File: config.mk
export PLATFORM = sky130hd
export DESIGN_NAME = trap_sequencer
export DESIGN_NICKNAME = d
export VERILOG_FILES = /design/src/rtl/trap_sequencer.sv
export SDC_FILE = /design/constraint.sdc
export NUM_CORES = 1
export LEC_CHECK = 0
export CAP_MARGIN = 20
export CORE_ASPECT_RATIO = 1.4
export CORE_MARGIN = 1
export CORE_UTILIZATION = 35
export CTS_CLUSTER_SIZE = 40
export DETAILED_ROUTE_END_ITERATION = 10
export GPL_TIMING_DRIVEN = 0
export REMOVE_ABC_BUFFERS = 1
export SYNTH_ARGS = -nofsm -noshare
export SYNTH_HDL_FRONTEND = slang
export SYNTH_SLANG_ARGS = --single-unit
File: constraint.sdc
create_clock -name clk -period 6.86 [get_ports clk]
set_input_delay 1.029 -clock clk [delete_from_list [all_inputs] [get_ports clk]]
set_output_delay 1.029 -clock clk [all_outputs]
set_load 0.005 [all_outputs]
File: src/rtl/trap_sequencer.sv
// Multi-cycle M-mode trap entry / MRET sequencer driving the CSR file's single port.
// Entry: 7 cycles from acceptance to trap_done; MRET: 4. Requests are ignored while busy.
module trap_sequencer #(
  parameter int XLEN           = 32,
  parameter int NUM_IRQ        = 4,
  parameter int IRQ_CAUSE_BASE = 16,
  parameter bit VECTORED_EN    = 1'b1
) (
  input  logic               clk,
  input  logic               reset,
  input  logic               exception_valid,
  input  logic [4:0]         exception_cause,
  input  logic [XLEN-1:0]    exception_tval,
  input  logic               mret,
  input  logic [XLEN-1:0]    pc,
  input  logic [NUM_IRQ-1:0] irq_pending,
  input  logic [NUM_IRQ-1:0] irq_enable,
  input  logic [XLEN-1:0]    csr_read_data,
  output logic               busy,
  output logic               csr_write_enable,
  output logic [11:0]        csr_address,
  output logic [XLEN-1:0]    csr_write_data,
  output logic [XLEN-1:0]    trap_target,
  output logic               trap_done
);

  typedef enum logic [3:0] {
    S_IDLE, S_WR_MEPC, S_WR_MCAUSE, S_WR_MTVAL, S_RD_MSTATUS,
    S_WR_MSTATUS, S_RD_MTVEC, S_RD_MEPC, S_DONE
  } state_t;

  localparam logic [11:0] A_MSTATUS = 12'h300;
  localparam logic [11:0] A_MTVEC   = 12'h305;
  localparam logic [11:0] A_MEPC    = 12'h341;
  localparam logic [11:0] A_MCAUSE  = 12'h342;
  localparam logic [11:0] A_MTVAL   = 12'h343;

  state_t            state_q, state_d;
  logic              is_mret_q, is_mret_d;
  logic [XLEN-1:0]   epc_q, epc_d;
  logic [XLEN-1:0]   cause_q, cause_d;
  logic [XLEN-1:0]   tval_q, tval_d;
  logic [XLEN-1:0]   ms_q, ms_d;
  logic [XLEN-1:0]   target_q, target_d;
  logic              busy_q, busy_d;
  logic              we_q, we_d;
  logic [11:0]       addr_q, addr_d;
  logic [XLEN-1:0]   wdata_q, wdata_d;
  logic [XLEN-1:0]   trap_target_q, trap_target_d;
  logic              trap_done_q, trap_done_d;

  logic [NUM_IRQ-1:0] irq_hit;
  logic [4:0]         irq_code;
  logic               irq_take;
  logic [XLEN-1:0]    base;
  logic [XLEN-1:0]    vec_off;
  logic [XLEN-1:0]    ms_wr;

  // MIE is only trusted once the registered address really points at mstatus
  // (the first cycle after reset still presents address 0).
  always_comb begin
    irq_hit  = irq_pending & irq_enable;
    irq_code = 5'd0;
    for (int i = NUM_IRQ - 1; i >= 0; i--) begin
      if (irq_hit[i]) irq_code = 5'(IRQ_CAUSE_BASE + i);
    end
    irq_take = csr_read_data[3] && (addr_q == A_MSTATUS) && (|irq_hit);
  end

  always_comb begin
    state_d   = state_q;
    is_mret_d = is_mret_q;
    epc_d     = epc_q;
    cause_d   = cause_q;
    tval_d    = tval_q;
    ms_d      = ms_q;
    target_d  = target_q;
    base      = {csr_read_data[XLEN-1:2], 2'b00};
    vec_off   = '0;
    vec_off[6:0] = {cause_q[4:0], 2'b00};

    case (state_q)
      S_IDLE: begin
        if (exception_valid) begin
          state_d   = S_WR_MEPC;
          is_mret_d = 1'b0;
          epc_d     = pc;
          cause_d   = {1'b0, {(XLEN-6){1'b0}}, exception_cause};
          tval_d    = exception_tval;
        end else if (mret) begin
          state_d   = S_RD_MSTATUS;
          is_mret_d = 1'b1;
        end else if (irq_take) begin
          state_d   = S_WR_MEPC;
          is_mret_d = 1'b0;
          epc_d     = pc;
          cause_d   = {1'b1, {(XLEN-6){1'b0}}, irq_code};
          tval_d    = '0;
        end
      end
      S_WR_MEPC:    state_d = S_WR_MCAUSE;
      S_WR_MCAUSE:  state_d = S_WR_MTVAL;
      S_WR_MTVAL:   state_d = S_RD_MSTATUS;
      S_RD_MSTATUS: begin
        ms_d    = csr_read_data;
        state_d = S_WR_MSTATUS;
      end
      S_WR_MSTATUS: state_d = is_mret_q ? S_RD_MEPC : S_RD_MTVEC;
      S_RD_MTVEC: begin
        if (VECTORED_EN && (csr_read_data[1:0] == 2'b01) && cause_q[XLEN-1])
          target_d = base + vec_off;
        else
          target_d = base;
        state_d = S_DONE;
      end
      S_RD_MEPC: begin
        target_d = base;
        state_d  = S_DONE;
      end
      S_DONE:   state_d = S_IDLE;
      default:  state_d = S_IDLE;
    endcase

    ms_wr = ms_d;
    ms_wr[12:11] = 2'b11;
    if (is_mret_d) begin
      ms_wr[3] = ms_d[7];
      ms_wr[7] = 1'b1;
    end else begin
      ms_wr[7] = ms_d[3];
      ms_wr[3] = 1'b0;
    end

    // Outputs are decoded from the next state so they register alongside it.
    busy_d        = (state_d != S_IDLE);
    we_d          = 1'b0;
    addr_d        = 12'h000;
    wdata_d       = '0;
    trap_target_d = '0;
    trap_done_d   = 1'b0;
    case (state_d)
      S_IDLE:       addr_d = A_MSTATUS;
      S_WR_MEPC:    begin we_d = 1'b1; addr_d = A_MEPC;    wdata_d = {epc_d[XLEN-1:2], 2'b00}; end
      S_WR_MCAUSE:  begin we_d = 1'b1; addr_d = A_MCAUSE;  wdata_d = cause_d; end
      S_WR_MTVAL:   begin we_d = 1'b1; addr_d = A_MTVAL;   wdata_d = tval_d; end
      S_RD_MSTATUS: addr_d = A_MSTATUS;
      S_WR_MSTATUS: begin we_d = 1'b1; addr_d = A_MSTATUS; wdata_d = ms_wr; end
      S_RD_MTVEC:   addr_d = A_MTVEC;
      S_RD_MEPC:    addr_d = A_MEPC;
      S_DONE:       begin trap_done_d = 1'b1; trap_target_d = target_d; end
      default:      addr_d = 12'h000;
    endcase
  end

  always_ff @(posedge clk) begin
    if (!reset) begin
      state_q       <= S_IDLE;
      is_mret_q     <= 1'b0;
      epc_q         <= '0;
      cause_q       <= '0;
      tval_q        <= '0;
      ms_q          <= '0;
      target_q      <= '0;
      busy_q        <= 1'b0;
      we_q          <= 1'b0;
      addr_q        <= 12'h000;
      wdata_q       <= '0;
      trap_target_q <= '0;
      trap_done_q   <= 1'b0;
    end else begin
      state_q       <= state_d;
      is_mret_q     <= is_mret_d;
      epc_q         <= epc_d;
      cause_q       <= cause_d;
      tval_q        <= tval_d;
      ms_q          <= ms_d;
      target_q      <= target_d;
      busy_q        <= busy_d;
      we_q          <= we_d;
      addr_q        <= addr_d;
      wdata_q       <= wdata_d;
      trap_target_q <= trap_target_d;
      trap_done_q   <= trap_done_d;
    end
  end

  assign busy             = busy_q;
  assign csr_write_enable = we_q;
  assign csr_address      = addr_q;
  assign csr_write_data   = wdata_q;
  assign trap_target      = trap_target_q;
  assign trap_done        = trap_done_q;

endmodule
==> flow_summary_export.csv, run 1 <==
group,metric,value,unit
run_status,status,"complete, no violations",
timing,worst_slew_pin_slew,914.6,ps
timing,slew_violations,0,
synthesis,yosysUniqueCellTypes,75,
clock_tree,cts_sinks,153,
route,top_layer,"met4",
timing,whs,478.6,ps
placed_design,dpl.hpwl,15.73,mm
grt,antenna_found_initial,0,
route,wl_met3,1.135,mm
clock_tree,clockBufferDepth,2,
timing,timing.final.ws_setup,3310,ps
finish,diodes,0,
grt,grt_max_degree,45,
route,drtIter0Drc,450,
clock_tree,hold_buffers,0,
finish,fin_cells,1174,
die,dieArea,19840,µm²
route,num_vias,6344,
setup_path,r2r_start,"state_q[1]",
route,first_pass_iters,7,
route,wl,22.25,mm
route,dr_wl_met2,11.25,mm
route,avgViaCountPerCell,5.404,
clock_tree,cts_tree,"yes",
clock_tree,cts_resized,0,
synthesis,async_reset_ff_share,0,%
placed_design,dp_slack,2943,ps
timing,finalHoldViolCount,0,
power_and_ir_drop,cellLeakagePower,3.333,nW
clock_tree,post_cts_buffers,0,
placed_design,dpl.cell_count,1142,
route,ant_nets,0,
setup_path,end_kind,"flop",
synthesis,synth_seq_cells,153,
synthesis,syn_inst,780,
synthesis,yosys_warnings,0,
timing,period_share,51.75,%
setup_path,startpoint,"csr_read_data[3]",
setup_path,cp_max_fo,12,
grt,grtUsageTotal,22.45,%
setup_path,critPathCapture,"trap_target[25]",
grt,grt-ovfl-total,0,
die,die_height,166.3,µm
clock_tree,htree_levels,4,
timing,min_period,3550,ps
timing,tns,0,ps
finish,layout_commonest_cell,"clkdlybuf4s50_1",
timing,finalSetupViolations,0,
synthesis,synth_seq_area_share,45.41,%
placed_design,placedInstanceArea,8780,µm²
route,drc,0,
grt,grt_pass1_vias,6192,
finish,nets,1037,
placed_design,port-buffer-count,183,
synthesis,synth_area,6745,µm²
synthesis,synth_edf_count,0,
timing,rsz0062_at_grt,"false",
die,start_util,35.97,%
placed_design,gp_congestion,0.8897,
die,rows,59,
finish,final_area,9339,µm²
power_and_ir_drop,powerDensity,247.6,nW/µm²
clock_tree,path_clk_slew,60,ps
clock_tree,cts_buffers,17,
power_and_ir_drop,ir_worst_vdd,0.0001162,V
die,core-area,18750,µm²
timing,fmax,281.7,MHz
setup_path,reg2reg_to,"trap_target[14]",
clock_tree,cts_root_buffer,"clkbuf_16",
grt,grt_first_pass_wirelength,34.43,mm
setup_path,critPathKind,"in -> reg",
route,wl_met1,9.182,mm
setup_path,r2r_slack,3790,ps
min_path,min_path_cells,1,
clock_tree,clkLatencyLatePin,420,ps
synthesis,syn_area_per_cell,8.648,µm²
die,die_w,119.3,µm
route,avgRoutedWirePerCell,18.95,µm
die,pin_count,192,
finish,mostFrequentLayoutCells,"clkdlybuf4s50_1, dfxtp_1, nand2_1, nor2_1",
setup_path,arrival,3850,ps
finish,area_growth,38.45,%
power_and_ir_drop,total_power,2.312,mW
timing,finalClockSkew,7.567,ps
timing,slew_headroom,38.88,%
setup_path,r2r_cells,5,
synthesis,synthFlopType,"dfxtp_1",
min_path,hold_class,"reg -> reg",
finish,drive_above_1_share,7.204,%
setup_path,worstPathRequired,7160,ps
job,cap_violations,0,
finish,final_core_utilization,49.81,%
setup_path,startpoint_type,"input pin",
-- synth_stat cells (all sizes together), types with 3 or more instances --
cell / instances / share of area, %
and4: 5 / 0.67
buf: 19 / 1.6
o21ai: 12 / 0.89
nor3: 7 / 0.52
a2111oi: 6 / 1.3
a22oi: 36 / 4.0
nand4b: 30 / 3.9
a21o: 3 / 0.37
a211oi: 4 / 0.45
nand4: 8 / 0.83
o31ai: 3 / 0.33
ha: 5 / 0.93
or3: 7 / 0.69
nand3: 18 / 1.3
a21oi: 37 / 2.8
o22ai: 4 / 0.37
a41oi: 27 / 3.5
nor4: 4 / 0.37
mux2: 4 / 0.67
a31o: 3 / 0.39
and3: 34 / 3.2
dfxtp: 153 / 45
mux2i: 5 / 0.74
nand2: 121 / 6.7
a31oi: 10 / 0.93
nor2: 64 / 3.6
nand2b: 8 / 0.74
inv: 15 / 0.83
o21a: 5 / 0.56
xnor2: 7 / 0.91
and2: 6 / 0.56
clkbuf: 63 / 3.6
o211ai: 6 / 0.67
-- report_power, final --
group	total [mW]	switching [mW]	internal, mW	leakage [nW]
logic	0.434	0.233	0.201	1.82
clock network	0.900	0.360	0.540	0.270
registers	0.977	0.0377	0.939	1.24
total	2.31	0.631	1.68	3.33
-- registers in the layout, indices dropped and copies added, names as in the netlist --
register,count
state_q,4
tval_q,32
csr_address,5
is_mret_q,1
cause_q,32
csr_write_data,32
trap_done,1
target_q,12
busy,1
csr_write_enable,1
trap_target,32
-- critical path, stage by stage --
cell	delay (ps)
clkdlybuf4s50_1	550
ha_1	350
a21o_2	130
nand4_1	590
a21oi_1	590
mux2_2	400
a21oi_1	210
-- cell families (layout without fill, tap and decap cells) --
family | Yosys count | after routing | share of synthesized area, %
other | 1 | 8 | 0.05559
adder cells (fa/ha/maj) | 6 | 6 | 1.224
multiplexers | 9 | 9 | 1.410
AO/OA/AOI/OAI | 181 | 181 | 20.16
flip-flops | 153 | 153 | 45.41
buffers and inverters | 97 | 240 | 6.029
XOR/XNOR | 7 | 7 | 0.9089
AND/OR/NAND/NOR | 326 | 326 | 24.80
-- layer usage --
layer	up-vias	global-route usage [%]
li1	3090	-
met1	2991	27.36
met2	222	38.62
met3	41	3.331
met4	0	10.33
met5	-	0
-- cell type report --
class	count	area, µm²
fillers	1848	9412
well taps	244	305.3
inverters	15	56.30
flip-flops and latches	153	3065
clock inverters	9	100.1
clock buffers	22	454.2
repair buffers	194	2008
multi-input cells	537	3349
-- how the worst min path moves through the flow --
stage	slack (ps)	end	start
finish	480	cause_q[9]	cause_q[9]
global route	490	cause_q[27]	cause_q[27]
CTS	480	target_q[8]	target_q[8]
detailed placement	470	cause_q[27]	cause_q[27]
global placement	460	target_q[8]	target_q[8]
floorplan	440	csr_address[2]	is_mret_q
No activity file was read; power rests on OpenSTA's default activity.
==> run 2, diff against run 1 <==
==> constraint.sdc (replaced) <==
create_clock -name clk -period 3.47 [get_ports clk]
set_input_delay 0.5205 -clock clk [delete_from_list [all_inputs] [get_ports clk]]
set_output_delay 0.5205 -clock clk [all_outputs]
set_load 0.005 [all_outputs]
==> results of run 2 <==
The final DEF is identical to that of run 1. Status: complete, no violations.
Main changes from that run: setup slack after placement 2943 ps -> 61.77 ps; setup slack after layout 3310 ps -> 404.5 ps; start point of the critical path csr_read_data[3] -> state_q[1]; end point of the critical path trap_target[25] -> trap_target[14]; register-to-register setup slack 3790 ps -> 400 ps; total power 2.312 mW -> 4.571 mW; worst IR drop on VDD 0.0001162 V -> 0.0002298 V
